===== src/rtl/coef_writer.sv =====
// Coefficient RAM writer: streams valid/ready words into consecutive RAM
// addresses, reporting completion and framing errors for each load.
module coef_writer #(
  parameter int unsigned DATA_WIDTH = 16,
  parameter int unsigned ADDR_WIDTH = 5,
  parameter int unsigned NUM_TAPS   = 32
) (
  input  logic                  clk_i,
  input  logic                  arstn_i,
  input  logic                  start_i,
  input  logic [DATA_WIDTH-1:0] s_data_i,
  input  logic                  s_valid_i,
  input  logic                  s_last_i,
  output logic                  s_ready_o,
  output logic                  wr_en_o,
  output logic [ADDR_WIDTH-1:0] wr_addr_o,
  output logic [DATA_WIDTH-1:0] wr_data_o,
  output logic                  busy_o,
  output logic                  done_o,
  output logic                  err_o,
  output logic [ADDR_WIDTH:0]   count_o
);

  localparam int unsigned CNT_WIDTH = ADDR_WIDTH + 1;
  localparam logic [ADDR_WIDTH-1:0] LAST_IDX = ADDR_WIDTH'(NUM_TAPS - 1);

  localparam logic [0:0] S_IDLE = 1'b0;
  localparam logic [0:0] S_LOAD = 1'b1;

  logic [0:0]            r_state;
  logic [0:0]            w_state_nxt;
  logic [ADDR_WIDTH-1:0] r_addr;
  logic                  r_wr_en;
  logic [ADDR_WIDTH-1:0] r_wr_addr;
  logic [DATA_WIDTH-1:0] r_wr_data;
  logic                  r_done;
  logic                  r_err;
  logic [CNT_WIDTH-1:0]  r_count;

  logic w_in_load;
  logic w_start;
  logic w_accept;
  logic w_at_last;
  logic w_final;
  logic w_bad;

  // Handshake and termination decode; ready comes from the state register only.
  always_comb begin
    w_in_load   = (r_state == S_LOAD);
    w_start     = (r_state == S_IDLE) & start_i;
    w_accept    = w_in_load & s_valid_i;
    w_at_last   = (r_addr == LAST_IDX);
    w_final     = w_accept & (w_at_last | s_last_i);
    w_bad       = w_accept & (w_at_last ^ s_last_i);
    w_state_nxt = r_state;
    case (r_state)
      S_IDLE:  if (start_i) w_state_nxt = S_LOAD;
      S_LOAD:  if (w_final) w_state_nxt = S_IDLE;
      default: w_state_nxt = S_IDLE;
    endcase
  end

  always_ff @(posedge clk_i or negedge arstn_i) begin
    if (!arstn_i) begin
      r_state <= S_IDLE;
    end else begin
      r_state <= w_state_nxt;
    end
  end

  // Write port, address walk and load status.
  always_ff @(posedge clk_i or negedge arstn_i) begin
    if (!arstn_i) begin
      r_addr    <= '0;
      r_wr_en   <= 1'b0;
      r_wr_addr <= '0;
      r_wr_data <= '0;
      r_done    <= 1'b0;
      r_err     <= 1'b0;
      r_count   <= '0;
    end else begin
      r_wr_en <= w_accept;
      r_done  <= w_final;
      if (w_start) begin
        r_addr  <= '0;
        r_err   <= 1'b0;
        r_count <= '0;
      end else if (w_accept) begin
        r_wr_addr <= r_addr;
        r_wr_data <= s_data_i;
        r_count   <= r_count + CNT_WIDTH'(1);
        // The address parks on the last tap so it never wraps.
        if (!w_final) r_addr <= r_addr + ADDR_WIDTH'(1);
        if (w_bad) r_err <= 1'b1;
      end
    end
  end

  assign s_ready_o = w_in_load;
  assign busy_o    = w_in_load;
  assign wr_en_o   = r_wr_en;
  assign wr_addr_o = r_wr_addr;
  assign wr_data_o = r_wr_data;
  assign done_o    = r_done;
  assign err_o     = r_err;
  assign count_o   = r_count;

endmodule


===== config.mk =====
export PLATFORM = sky130hd
export DESIGN_NAME = coef_writer
export DESIGN_NICKNAME = d
export VERILOG_FILES = /design/src/rtl/coef_writer.sv
export SDC_FILE = /design/constraint.sdc
export NUM_CORES = 1
export LEC_CHECK = 0
export CORE_MARGIN = 8
export CORE_UTILIZATION = 47
export CTS_CLUSTER_SIZE = 12
export DETAILED_ROUTE_END_ITERATION = 16
export DONT_BUFFER_PORTS = 1
export GPL_TIMING_DRIVEN = 0
export SLEW_MARGIN = 25
export SYNTH_ARGS = -nofsm -noshare
export SYNTH_HDL_FRONTEND = slang
export SYNTH_SLANG_ARGS = --single-unit

===== constraint.sdc =====
create_clock -name clk_i -period 1.66 [get_ports clk_i]
set_input_delay 0.083 -clock clk_i [delete_from_list [all_inputs] [get_ports clk_i]]
set_output_delay 0.083 -clock clk_i [all_outputs]
set_load 0.02 [all_outputs]

Word-level counts from Yosys, hierarchy flattened
Index checks and enable logic that the tools add are counted.
{"block": "op_classes", "add_sub_neg": 2, "mul": 0, "div": 0, "n_lt_le_gt_ge": 0, "n_eq_ne": 2, "n_shift": 0, "muxes": 11, "bitwise_logic": 8, "reduce_logical": 5}
{"cell": "5-bit 2-to-1 mux", "n": 3}
{"cell": "6-bit 2-to-1 mux", "n": 2}
{"cell": "6-bit by 1-bit adder with 6-bit output, second input constant", "n": 1}
{"cell": "2-bit AND reduction", "n": 3}
{"cell": "5-bit by 1-bit adder with 5-bit output, second input constant", "n": 1}
{"cell": "5-bit == test, second input constant", "n": 1}
{"cell": "1-bit 2-to-1 mux", "n": 5}
{"cell": "1-bit AND", "n": 4}
{"cell": "2-bit nonzero test", "n": 2}
{"cell": "2-bit inequality test, second input constant", "n": 1}
{"cell": "1-bit NOT", "n": 2}
{"cell": "1-bit case mux with 2 select lines", "n": 1}
{"cell": "1-bit bitwise OR", "n": 1}
{"cell": "1-bit XOR", "n": 1}
{"block": "totals", "regBits": 36, "latchBits": 0, "ram_bits": 0, "romBits": 0, "in_bits": 21, "out_inout_bits": 32, "wordCells": 36, "memories": 0}

Longest topological paths before layout
{"block": "logic_depth", "ltp_word": 6, "mapped_depth": 8, "ltp_nobuf": 8}

Worst setup path before layout
Ideal clock, no wire load.
{"block": "synth_timing", "path_kind": "register -> register", "start": "reg r_addr[0]", "end": "reg r_addr[3]", "setup_ns": 0.130, "t_arrival_ns": 1.599, "t_required_ns": 1.530, "path_slack_ns": -0.068, "path_stages_with_launch": 9, "n_path_buf": 0, "period_less_slack_ns": 1.728, "path_cell_list": "dfrtp_1 > ha_1 > and3_1 > ha_1 > inv_1 > ha_1 > nand3_1 > o211ai_1 > o31ai_1"}
{"block": "synth_between", "elab_chain_cells": 5, "word_cells_on_any_way": 9, "cone_classes": "add/sub (1); eq/ne (2); mux (3); bitwise (2); reduce/logical (1)"}
{"element": "from (decl)", "line_no": "32", "rtl": "logic [ADDR_WIDTH-1:0] r_addr;"}
{"element": "from (signal assigned)", "line_no": "93", "rtl": "if (!w_final) r_addr <= r_addr + ADDR_WIDTH'(1);"}
{"element": "parallel branches: the longest is 5 deep, another holds 5-bit by 1-bit adder with 5-bit output"}
Parallel ways; which one is timed is not known. The select of a mux whose other input is x is not followed.
A chain may end at the register's enable or synchronous reset.

Worst setup path in the final report
{"block": "layout_timing", "start": "reg r_addr[1]", "end": "reg r_addr[3]"}
Same word-level chain as after synthesis.

==> results summary <==
The run finished with clean final reports. The wire length of the first global-routing pass is 4981 um. The tightest min-delay check is of the input port to flip-flop type. 53 I/O pins were placed. The utilization of the core after routing is 0.6254. The growth of design area from synthesis to finish came out at 26.96%. The critical path is of the flip-flop to flip-flop type.

The H-tree was split into 2 levels. The predominant post-synthesis flop cell is sky130_fd_sc_hd__dfrtp_1. STA classifies the critical path endpoint as a flip-flop.

The reported max-cap violation count came out at 0. For the worst setup path, the data required time is 1.88 ns. The worst max-slew margin expressed relative to the limit came out at 0.6800.

The count of endpoints failing hold in the final timing report came to 0. The most critical setup path has its startpoint at r_addr[1]$_DFFE_PN0P_. The floorplan die area is 5266 um2. The vertical die dimension came out at 72.57 um. The detail route stage leaves a number of antenna-violating nets equal to 0. The post-synthesis average cell area is 13.80 um2. The routed length per instance came out at 16.86 um. The area of the core region came out at 3053 um2. The top-area cell type share of the netlist area is 0.5990.

The worst register-to-register path ends at r_addr[3]$_DFFE_PN0P_. The synthesized design spends more area on one cell type than any other, namely sky130_fd_sc_hd__dfrtp_1. The origin of the critical flop-to-flop path is r_addr[1]$_DFFE_PN0P_.

The highest net fanout along the worst path is 5. For this run, the register share of the synthesized area comes to 0.5990. The repair_antennas step left the layout with diodes totalling 0. The largest single stage delay on the critical path is 0.40 ns. The setup TNS after final layout is 0 ns. Timing would allow up to 613.8 MHz.

After detailed routing, the total wire length is 3120 um. The detailed-route vias per instance came out at 5.038. Summing over every cut layer, the via total after detailed routing is 932. The number of distinct library cells after synthesis came out at 25. The overflow left after global routing is 0. The violation count after the first detailed-routing iteration came out at 56. The number of enable-type register cells in the synthesized netlist is 0.

The switching power summed over all nets came out at 793.2 uW. Grouping stages by cell kind, the critical path spends the most delay in adder cells. The kind of start point of the critical path is a flip-flop. The number of nets in the layout is 165. The most critical setup path has its endpoint at r_addr[3]$_DFFE_PN0P_. Counting stages on the worst path, the most repeated cell is sky130_fd_sc_hd__ha_4.

The clock tree root buffer cell is sky130_fd_sc_hd__clkbuf_4. The internal power consumption is 1528 uW. The synthesized design contains 36 register bits. The number of pins exceeding their max-slew limit in the final report came out at 0. Entering global routing, the biggest net connects 37 pins. In this run the cell area measured after placement is 1574 um2.

The horizontal die dimension came out at 72.57 um. For this run, the total global-route usage over all layers was measured as 0.1247. The clock power share came out at 0.208. The initial cell density of the core is 0.4926. The number of synthesis warnings came out at 0.

The arrival time at the worst endpoint came out at 1.85 ns. The maximum number of buffers from clock root to sink is 2. The post-synthesis cell area is 1504 um2.

The clock tree skew after final layout is 0.01078 ns. The post-synthesis async set-or-reset flop share came out at 1.000. The HPWL after detailed placement came out at 2102 um.

Clock-pin slew was measured on the worst setup and hold paths at 0.11 ns. For the pin with the worst max-slew slack, the measured transition is 0.4801 ns. The CTS buffer count is 5. The register-to-register setup slack is 0.03 ns. The total of buffers placed on input and output ports is 0. The critical path runs through a total of 8 cells. The initial antenna violation count is 0.

At the end of routability-driven placement, the weighted congestion stood at 0.7813. Setup violations remaining at the end of the flow were counted as 0. The synthesized net count is 134. The final critical path time including I/O delays and setup is 1.629 ns. TritonCTS built the clock tree. The ratio of cells with drive above 1 in the final layout is 0.3262.

The final standard cell area without fillers is 1909 um2. The number of remaining DRC errors came out at 0. The slowest stage of the critical path is the sky130_fd_sc_hd__dfrtp_1 cell.

The fraction of power spent switching nets came out at 0.3417. The via count of the first global-routing pass came out at 997. The share of total power dissipated in combinational logic is 0.191. Walking the worst path, the cells encountered are ha_2 > and3_4 > ha_4 > inv_2 > ha_4 > nand3_4 > o211ai_1 > o31ai_1. The clock latency on the worst-skew pair came out at 0.33 ns.

IR analysis of the VDD net gives a maximum drop of 0.7601 mV. In this run the power density over the cells is 1216 nW/um2. Summed over all cells, the static leakage comes to 0.0008579 uW. The number of buffers and inverters on the critical path is 1. The iteration count of the initial detailed-routing pass is 4. The depth of the worst register-to-register path came out at 8. The cell count after synthesis is 109.

The final period utilization came out at 0.9814. The floorplan has 20 rows. The power share of the sequential group came out at 0.601. The number of clock sinks seen by CTS is 36.

By area the synthesized netlist is led by sky130_fd_sc_hd__dfrtp_1, sky130_fd_sc_hd__mux2_2, sky130_fd_sc_hd__ha_1.
## metrics by stage
stage               total power (uW)  hold WS (ns)  std cells  setup WS [ns]
floorplan                       1654       -0.2126        109        0.02278
global placement                1735       -0.2115        153       -0.07479
detailed placement              1753       -0.2116        153       -0.09984
CTS                             2344       0.01142        183      0.0004348
global route                    2477       0.05011        185       -0.02339
finish                          2321       0.06052        185        0.03080
## worst reg2reg max path, delay by kind of cell, from the launching register on
family          cells  cell delay (ns)
compound gates      2             0.32
fa+ha+maj           3             0.49
buf+inv             1             0.06
flops               1             0.40
simple gates        2             0.26
## flip-flops by register name, summed over array words and instances (netlist names)
register and cells:
count_o 6, wr_addr_o 5, wr_en_o 1, done_o 1
busy_o 1, r_addr 5, wr_data_o 16, err_o 1
## what timing repair did
action                                 4_1_cts  5_1_grt
hold buffers                                20        1
pin swaps                                    3        3
setup buffers                                2        1
setup endpoints to repair                    4        2
endpoints found under the hold margin       55        1
gates resized for setup                      3        3
## cell usage in the layout (no fill, tap or decap), drive strengths merged, types with 3 or more instances in the layout
master / n
buf: 9
mux2: 21
nand2: 5
mux2i: 4
dlygate4sd3: 20
nand3: 8
ha: 4
dfrtp: 36
o21ai: 3
clkbuf: 7
nor2: 6
inv: 3
## worst min-delay path by stage
stage | startpoint | to | cells after the start
floorplan | arstn_i | busy_o$_DFF_PN0_ | 0
global placement | arstn_i | wr_addr_o[2]$_DFFE_PN0P_ | 0
detailed placement | arstn_i | wr_addr_o[2]$_DFFE_PN0P_ | 0
CTS | start_i | r_addr[4]$_DFFE_PN0P_ | 2
global route | s_valid_i | wr_addr_o[0]$_DFFE_PN0P_ | 2
finish | s_valid_i | wr_addr_o[3]$_DFFE_PN0P_ | 2
## cell usage after synthesis (2+ instances only)
cell type and count:
sky130_fd_sc_hd__dfrtp_1 36, sky130_fd_sc_hd__mux2_2 18, sky130_fd_sc_hd__nand3_1 8, sky130_fd_sc_hd__nor2_1 6, sky130_fd_sc_hd__ha_1 4, sky130_fd_sc_hd__mux2i_1 4
sky130_fd_sc_hd__nand2_1 4, sky130_fd_sc_hd__buf_6 3, sky130_fd_sc_hd__mux2_4 3, sky130_fd_sc_hd__o21ai_0 3, sky130_fd_sc_hd__a22o_1 2, sky130_fd_sc_hd__inv_1 2
sky130_fd_sc_hd__o211ai_1 2, sky130_fd_sc_hd__o31ai_1 2, sky130_fd_sc_hd__xor2_1 2
## metal layers
layer | wire length (um) | vias up | global-route usage | share of wire
met2 | 1534 | 35 | 0.1809 | 0.49
met5 | 0 | - | 0 | 0
met4 | 39 | 0 | 0.06000 | 0.013
met3 | 349 | 4 | 0.07576 | 0.11
li1 | - | 444 | - | -
met1 | 1197 | 449 | 0.1408 | 0.38
## area by class of cell
cell class | count | area [um2]
clock buffers | 7 | 55.05
inverters | 3 | 11.26
fillers | 251 | 1144
clock inverters | 1 | 7.507
flip-flops and latches | 36 | 900.9
plain buffers | 5 | 46.29
repair buffers | 24 | 242.7
multi-input cells | 65 | 590.6
well taps | 44 | 55.05
## power groups by stage
stage,logic (uW),clock network (uW),registers [uW]
after global placement,310,0,1420
after detailed placement,322,0,1430
after global routing,500,550,1430
after floorplan,283,0,1370
after CTS,435,508,1400
final,443,483,1400
## kinds of logic after synthesis
| group | synth area share |
|---|---|
| AO/OA/AOI/OAI | 0.04159 |
| XOR/XNOR | 0.01165 |
| adder cells (fa/ha/maj) | 0.03328 |
| buffers and inverters | 0.03827 |
| flip-flops | 0.5990 |
| multiplexers | 0.1913 |
| AND/OR/NAND/NOR | 0.08486 |
No activity file was read; power rests on OpenSTA's default activity.
